File: src/rtl/pe_row_acc.sv
// pe_row_acc
// LANES-wide signed multiply-accumulate row for the MAC array. It sits between
// the operand feeders and the psum collector. Every group of cfg_len input
// beats (0 counts as 1) produces exactly one scaled, saturated output word.
//
// Pipeline: S0 input capture -> S1 lane products -> S2 lane sum ->
// S3 accumulate / shift / clamp into the output register. The last beat of a
// group is accepted at edge t, and its result is valid after edge t+3.
//
// Ports:
//   clk, rst              clock (rising edge) and synchronous active-high reset
//   cfg_len, exp_bias     group length and right-shift amount, sampled on the
//                         first beat of each group
//   in_valid / in_ready   input beat handshake
//   img, wgt              packed signed lanes; lane i is at [i*W +: W]
//   psum                  signed partial sum, added once per group
//   out_valid / out_ready result handshake
//   out, out_sat          clamped result, and a flag that clamping occurred
//   busy                  a group is partially accepted, or results are in flight
module pe_row_acc #(
    parameter int LANES  = 4,
    parameter int IMG_W  = 8,
    parameter int WGT_W  = 8,
    parameter int PSUM_W = 16,
    parameter int ACC_W  = 32,
    parameter int OUT_W  = 16,
    parameter int LEN_W  = 8
) (
    input  logic                      clk,
    input  logic                      rst,
    input  logic [LEN_W-1:0]          cfg_len,
    input  logic [4:0]                exp_bias,
    input  logic                      in_valid,
    output logic                      in_ready,
    input  logic [LANES*IMG_W-1:0]    img,
    input  logic [LANES*WGT_W-1:0]    wgt,
    input  logic signed [PSUM_W-1:0]  psum,
    output logic                      out_valid,
    input  logic                      out_ready,
    output logic signed [OUT_W-1:0]   out,
    output logic                      out_sat,
    output logic                      busy
);

    localparam int PROD_W = IMG_W + WGT_W;
    localparam int SUM_W  = PROD_W + $clog2(LANES);

    localparam logic signed [ACC_W-1:0] OUT_MAX = {{(ACC_W-OUT_W+1){1'b0}}, {(OUT_W-1){1'b1}}};
    localparam logic signed [ACC_W-1:0] OUT_MIN = {{(ACC_W-OUT_W+1){1'b1}}, {(OUT_W-1){1'b0}}};

    logic                     stall;
    logic                     accept;
    logic [LEN_W-1:0]         cnt;
    logic [LEN_W-1:0]         len_hold;
    logic [4:0]               bias_hold;
    logic signed [PSUM_W-1:0] psum_hold;
    logic                     beat_first;
    logic                     beat_last;
    logic [LEN_W-1:0]         len_eff;
    logic [4:0]               bias_eff;
    logic signed [PSUM_W-1:0] psum_eff;

    logic                     s0_valid, s0_first, s0_last;
    logic [LANES*IMG_W-1:0]   s0_img;
    logic [LANES*WGT_W-1:0]   s0_wgt;
    logic signed [PSUM_W-1:0] s0_psum;
    logic [4:0]               s0_bias;

    logic                     s1_valid, s1_first, s1_last;
    logic signed [PROD_W-1:0] s1_prod [LANES];
    logic signed [PROD_W-1:0] prod_c  [LANES];
    logic signed [PSUM_W-1:0] s1_psum;
    logic [4:0]               s1_bias;

    logic                     s2_valid, s2_first, s2_last;
    logic signed [SUM_W-1:0]  s2_sum;
    logic signed [SUM_W-1:0]  sum_c;
    logic signed [PSUM_W-1:0] s2_psum;
    logic [4:0]               s2_bias;

    logic signed [ACC_W-1:0]  acc;
    logic signed [ACC_W-1:0]  acc_next;
    logic signed [ACC_W-1:0]  shifted;
    logic signed [ACC_W-1:0]  clamped;
    logic                     clamp_hit;

    // A pending result that the consumer refuses freezes the whole row, so
    // nothing in flight can overwrite it.
    assign stall    = out_valid && !out_ready;
    assign in_ready = !stall;
    assign accept   = in_valid && in_ready;
    assign busy     = (cnt != '0) || s0_valid || s1_valid || s2_valid || out_valid;

    // Group configuration comes live from the ports on the first beat and from
    // the held copies afterwards, so mid-group port changes have no effect.
    // psum and bias ride along with each beat because the next group may start
    // sampling new values before this group's last beat reaches S3.
    assign beat_first = (cnt == '0);
    assign len_eff    = beat_first ? ((cfg_len == '0) ? LEN_W'(1) : cfg_len) : len_hold;
    assign bias_eff   = beat_first ? exp_bias : bias_hold;
    assign psum_eff   = beat_first ? psum : psum_hold;
    assign beat_last  = (cnt == len_eff - LEN_W'(1));

    always_ff @(posedge clk) begin
        if (rst) begin
            cnt       <= '0;
            len_hold  <= LEN_W'(1);
            bias_hold <= '0;
            psum_hold <= '0;
        end else if (accept) begin
            cnt <= beat_last ? '0 : cnt + LEN_W'(1);
            if (beat_first) begin
                len_hold  <= len_eff;
                bias_hold <= exp_bias;
                psum_hold <= psum;
            end
        end
    end

    // S0: capture the accepted beat with its group tags.
    always_ff @(posedge clk) begin
        if (rst) begin
            s0_valid <= 1'b0;
            s0_first <= 1'b0;
            s0_last  <= 1'b0;
            s0_img   <= '0;
            s0_wgt   <= '0;
            s0_psum  <= '0;
            s0_bias  <= '0;
        end else if (!stall) begin
            s0_valid <= accept;
            s0_first <= beat_first;
            s0_last  <= beat_last;
            s0_img   <= img;
            s0_wgt   <= wgt;
            s0_psum  <= psum_eff;
            s0_bias  <= bias_eff;
        end
    end

    always_comb begin
        for (int i = 0; i < LANES; i++) begin
            prod_c[i] = $signed(s0_img[i*IMG_W +: IMG_W]) * $signed(s0_wgt[i*WGT_W +: WGT_W]);
        end
    end

    // S1: registered per-lane signed products.
    always_ff @(posedge clk) begin
        if (rst) begin
            s1_valid <= 1'b0;
            s1_first <= 1'b0;
            s1_last  <= 1'b0;
            s1_psum  <= '0;
            s1_bias  <= '0;
            for (int i = 0; i < LANES; i++) s1_prod[i] <= '0;
        end else if (!stall) begin
            s1_valid <= s0_valid;
            s1_first <= s0_first;
            s1_last  <= s0_last;
            s1_psum  <= s0_psum;
            s1_bias  <= s0_bias;
            for (int i = 0; i < LANES; i++) s1_prod[i] <= prod_c[i];
        end
    end

    always_comb begin
        sum_c = '0;
        for (int i = 0; i < LANES; i++) begin
            sum_c = sum_c + SUM_W'(s1_prod[i]);
        end
    end

    // S2: registered lane sum, wide enough that it can never overflow.
    always_ff @(posedge clk) begin
        if (rst) begin
            s2_valid <= 1'b0;
            s2_first <= 1'b0;
            s2_last  <= 1'b0;
            s2_sum   <= '0;
            s2_psum  <= '0;
            s2_bias  <= '0;
        end else if (!stall) begin
            s2_valid <= s1_valid;
            s2_first <= s1_first;
            s2_last  <= s1_last;
            s2_sum   <= sum_c;
            s2_psum  <= s1_psum;
            s2_bias  <= s1_bias;
        end
    end

    // S3 datapath: the first beat restarts from psum instead of the old acc.
    // The shift is arithmetic, so negative results round toward -inf.
    always_comb begin
        acc_next  = s2_first ? (ACC_W'(s2_sum) + ACC_W'(s2_psum)) : (acc + ACC_W'(s2_sum));
        shifted   = acc_next >>> s2_bias;
        clamped   = shifted;
        clamp_hit = 1'b0;
        if (shifted > OUT_MAX) begin
            clamped   = OUT_MAX;
            clamp_hit = 1'b1;
        end else if (shifted < OUT_MIN) begin
            clamped   = OUT_MIN;
            clamp_hit = 1'b1;
        end
    end

    // S3 registers: the accumulator, plus the output word, which loads on the
    // last beat. A new result may load in the same edge that the previous one
    // is taken, so out_valid stays high across back-to-back results.
    always_ff @(posedge clk) begin
        if (rst) begin
            acc       <= '0;
            out       <= '0;
            out_sat   <= 1'b0;
            out_valid <= 1'b0;
        end else if (!stall) begin
            if (s2_valid) begin
                acc <= s2_last ? '0 : acc_next;
            end
            if (s2_valid && s2_last) begin
                out       <= clamped[OUT_W-1:0];
                out_sat   <= clamp_hit;
                out_valid <= 1'b1;
            end else if (out_valid && out_ready) begin
                out_valid <= 1'b0;
            end
        end
    end

endmodule

File: config.mk
export PLATFORM = sky130hd
export DESIGN_NAME = pe_row_acc
export DESIGN_NICKNAME = d
export VERILOG_FILES = /design/src/rtl/pe_row_acc.sv
export SDC_FILE = /design/constraint.sdc
export NUM_CORES = 1
export LEC_CHECK = 0
export ABC_AREA = 1
export CORE_ASPECT_RATIO = 2
export CORE_MARGIN = 3
export CORE_UTILIZATION = 45
export DETAILED_ROUTE_END_ITERATION = 12
export RECOVER_POWER = 25
export SYNTH_ARGS = -nofsm -noshare
export SYNTH_HDL_FRONTEND = slang
export SYNTH_SLANG_ARGS = --single-unit
File: constraint.sdc
create_clock -name clk -period 13.8 [get_ports clk]
set_input_delay 2.76 -clock clk [delete_from_list [all_inputs] [get_ports clk]]
set_output_delay 2.76 -clock clk [all_outputs]
set_load 0.01 [all_outputs]
==> out/results.txt <==
The core region is 60200 µm². The number of placed instances, taps included, is 4522. The tools report the number of buffers on the longest clock path as 3. The tools report the total power as 3.35 mW. Relative to the synthesized area, the layout overhead comes to 9.55%. The die height came out at 356 µm. At the worst endpoint, the arrival time is 10.12 ns.

Wires add up to 74.2 mm. The worst-case IR drop observed on VDD is 0.105 mV. The worst slew margin relative to its limit is -2.03, and the count of unique library cells instantiated by Yosys is 52.

In this run the critical register-to-register path is captured at s0_img[2]$_SDFFE_PP0N_. The initial standard-cell utilization of the core was 0.457; the maximum frequency from static timing analysis was 104 MHz. In this run the worst path has a maximum fanout of 88. The logs give 4320 for the net count after synthesis and 3783 for the synthesized instance count. After detailed routing, the number of remaining DRC violations is 0. The tools report the met2 usage as 0.470. The type of element launching the critical path was an input port. Global routing's busiest layer: met2. Share of the core filled with cells in the final layout: 0.500. The detail route stage leaves a number of antenna-violating nets equal to 0. Together, buffers and inverters on the worst path number 3. The final reports fail on capacitance limit, slew limit. The fraction of power spent switching nets works out to 0.400. The overall overflow remaining after global route is 0.

STA classifies the critical path endpoint as a register. Counting I/O delays and the setup requirement, the final critical path takes 9.61 ns. The logs give 0 for the number of buffers inserted for hold repair after clock tree synthesis and 0 for the number of setup violations in the final report. STA puts the critical path data required time at 14.31 ns. The logs give 0.233 for the overall routing resource usage and 4.19 ns for the worst-case setup margin in the final layout. The post-detailed-route wirelength per cell was 16.2 µm. The clock skew was 0.0222 ns. After clock tree synthesis, the clock-pin slew on the worst setup and hold paths is 0.06 ns. The logs give 104 for the largest net degree at the start of global routing and 0 for the synthesis warning total. In this run the power density over the cells is 111 nW/µm². The layout cell share with drive strength beyond 1 came out at 0.0326. Leaving out fill and tap cells, the most frequent cell in the layout is sky130_fd_sc_hd__nand2_1. The logs give 64300 µm² for the die area and 30100 µm² for the design area.

The launch point of the worst reg-to-reg path was out_valid$_SDFFE_PP0P_. The global routing met1 resource utilization came out at 0.226. The tools report the origin of the worst setup path as out_ready. The total cell area at the placement stage was 29100 µm²; the number of global-route vias before repair was 23700.

The total internal power is 2.01 mW, and the buffer count from post-CTS setup fixing is 0. In the synthesized netlist the dominant register cell turns out to be sky130_fd_sc_hd__dfxtp_1. For this design, the sink count on the clock tree is 305.

TritonCTS built the clock tree. Traced cell by cell, the critical path runs through dlygate4sd3_1, nor2_4, clkbuf_1, nand2_1, buf_4, o21ai_0. The run gives 0.332 as the sequential share of power. Count of final hold-check violations: 0. The top cell types in the final layout, fill and taps aside, are 907 x sky130_fd_sc_hd__nand2_1, 770 x sky130_fd_sc_hd__inv_1, 273 x sky130_fd_sc_hd__nand3_1.

The worst hold path class was register to register. At the pin with the least slew margin, the transition time is 4.54 ns. The sequential element share of the synthesized area was 0.245; the detail-routed via count per cell was 5.09. The tree is rooted in a sky130_fd_sc_hd__clkbuf_16. For flop-to-flop paths, the worst setup slack is 6.46 ns.

Post-cts repair resize count: 0. The run gives 318 as the number of pins exceeding their max-slew limit in the final report. The first global-routing pass estimated 120 mm of wire. The logs give 0.62 ns for the insertion delay of the later-clocked pin in the worst-skew pair and 117 for the boundary pin count.

The via total after detailed routing is 23300. The mean area per synthesized cell is 7.27 µm². Detailed router's first-iteration violation count: 1134. The number of clock buffers added by TritonCTS is 31. Met3 usage: 0.0192. Flip-flop and latch count after synthesis: 305. Setup repair after global routing left no endpoint under its margin.

Timing analysis after detailed placement gives a worst setup slack of 6.89 ns. The placer congestion estimate is 0.946. The period utilization works out to 0.696. The first-pass iteration count of the detailed router was 5; the post-route non-filler standard cell count was 4579.

The fraction of registers with async set or reset after synthesis came out at 0. The run gives 0.262 as the part of the power in the clock network. The reported max-cap violation count was 5; the net switching component of the power was 1.34 mW. The number of synthesized flops with an enable pin is 64. The mapped netlist covers 27500 µm². The detailed placer's ending HPWL is 58.7 mm, and the path depth of the worst reg2reg path is 6. The share of power burned in combinational logic was 0.406; the number of antenna violations at the first check in global routing was 0.

In this run the tool buffered the top-level ports with 116 buffer cells. The number of diodes is 0, and the site row count is 127. The run gives 0.455 ns as the worst hold slack.

The critical path crosses 6 cells after its start point. The tools report the worst setup path endpoint as s0_img[2]$_SDFFE_PP0N_. The run gives 15.6 nW as the leakage power total. The run finished, with violations left.

The die is 181 µm wide. On the critical path, the stage with the largest delay is an instance of sky130_fd_sc_hd__nand2_1. The run gives 1 as the maximum level of the CTS H-tree. On the critical path the largest part of the delay comes from buffers and inverters. In this design, the stage delay of the slowest critical-path cell is 2.68 ns.

The sum of negative setup slack came out at 0 ns. The worst setup path is of the input port to register kind. The final layout contains 4318 nets.
power groups by stage:
stage	clock, mW	combinational, mW	sequential (mW)
floorplan	0	1.03	1.07
global placement	0	1.34	1.13
detailed placement	0	1.36	1.13
CTS	0.904	1.37	1.11
global route	0.932	1.56	1.12
finish	0.876	1.36	1.11
worst min path at each step:
stage,to,slack [ns],cells after the start,start
after detailed placement,len_hold[7]$_SDFFE_PP0P_,0.45,2,len_hold[7]$_SDFFE_PP0P_
final,len_hold[7]$_SDFFE_PP0P_,0.45,2,len_hold[7]$_SDFFE_PP0P_
after global routing,len_hold[3]$_SDFFE_PP0P_,0.48,2,len_hold[3]$_SDFFE_PP0P_
after CTS,len_hold[7]$_SDFFE_PP0P_,0.46,2,len_hold[7]$_SDFFE_PP0P_
after global placement,len_hold[7]$_SDFFE_PP0P_,0.44,2,len_hold[7]$_SDFFE_PP0P_
after floorplan,len_hold[7]$_SDFFE_PP0P_,0.42,2,len_hold[7]$_SDFFE_PP0P_
sequential cells by signal (all words and copies together) (netlist names), 18 cells and up:
signal	count
s0_wgt	32
acc	32
s0_img	32
s1_prod	64
s2_sum	18
synth_stat cells, types with 2 or more instances:
master	number	area, µm²
sky130_fd_sc_hd__a211oi_1	24	180
sky130_fd_sc_hd__a21boi_0	2	15.0
sky130_fd_sc_hd__a21o_1	4	30.0
sky130_fd_sc_hd__a21oi_1	184	921
sky130_fd_sc_hd__a21oi_2	12	105
sky130_fd_sc_hd__a31oi_1	2	12.5
sky130_fd_sc_hd__a32o_1	2	20.0
sky130_fd_sc_hd__and2_1	5	31.3
sky130_fd_sc_hd__buf_1	13	48.8
sky130_fd_sc_hd__buf_2	6	30.0
sky130_fd_sc_hd__buf_6	6	67.6
sky130_fd_sc_hd__clkbuf_1	146	548
sky130_fd_sc_hd__clkinv_1	5	18.8
sky130_fd_sc_hd__dfxtp_1	241	4820
sky130_fd_sc_hd__edfxtp_1	64	1920
sky130_fd_sc_hd__fa_1	255	5100
sky130_fd_sc_hd__ha_1	185	2310
sky130_fd_sc_hd__inv_1	771	2890
sky130_fd_sc_hd__inv_2	3	11.3
sky130_fd_sc_hd__mux2i_1	3	30.0
sky130_fd_sc_hd__nand2_1	907	3400
sky130_fd_sc_hd__nand2_2	10	62.6
sky130_fd_sc_hd__nand3_1	273	1370
sky130_fd_sc_hd__nand3_2	9	90.1
sky130_fd_sc_hd__nand3b_1	5	37.5
sky130_fd_sc_hd__nand4_1	14	87.6
sky130_fd_sc_hd__nor2_1	203	762
sky130_fd_sc_hd__nor2_2	6	37.5
sky130_fd_sc_hd__nor3_1	22	110
sky130_fd_sc_hd__nor4_1	8	50.1
sky130_fd_sc_hd__o211ai_1	7	52.6
sky130_fd_sc_hd__o21a_1	8	60.1
sky130_fd_sc_hd__o21ai_0	251	1260
sky130_fd_sc_hd__o21ai_1	3	15.0
sky130_fd_sc_hd__o21bai_1	8	60.1
sky130_fd_sc_hd__o22ai_1	39	244
sky130_fd_sc_hd__o31ai_1	2	15.0
sky130_fd_sc_hd__or2_2	5	31.3
sky130_fd_sc_hd__xnor2_1	36	315
sky130_fd_sc_hd__xor2_1	22	193
cells by family (layout without fill, tap and decap cells):
family	count (synthesis)	after routing	synth area share
compound gates	555	555	0.111
xor+xnor	58	58	0.0185
flops	305	305	0.245
simple gates	1471	1471	0.222
buf+inv	951	973	0.132
mux	3	3	0.00109
fa+ha+maj	440	440	0.270
metal layers:
layer,vias up,part of all wire
met5,-,0
met4,0,0.065
met3,196,0.026
met2,449,0.57
met1,10900,0.34
li1,11800,-
area by class of cell:
class / count / area (µm²)
Multi-Input combinational cell: 2527 / 17100
Clock buffer: 43 / 873
Fill cell: 6056 / 30100
Timing Repair Buffer: 136 / 1290
Inverter: 780 / 2930
Tap cell: 774 / 968
Clock inverter: 14 / 158
Sequential cell: 305 / 6750
worst min-delay path: stages, from the launching register on:
cell	delay (ns)
sky130_fd_sc_hd__dfxtp_1	0.30
sky130_fd_sc_hd__inv_1	0.05
sky130_fd_sc_hd__a21oi_1	0.06
(Power assumes the default switching activity.)
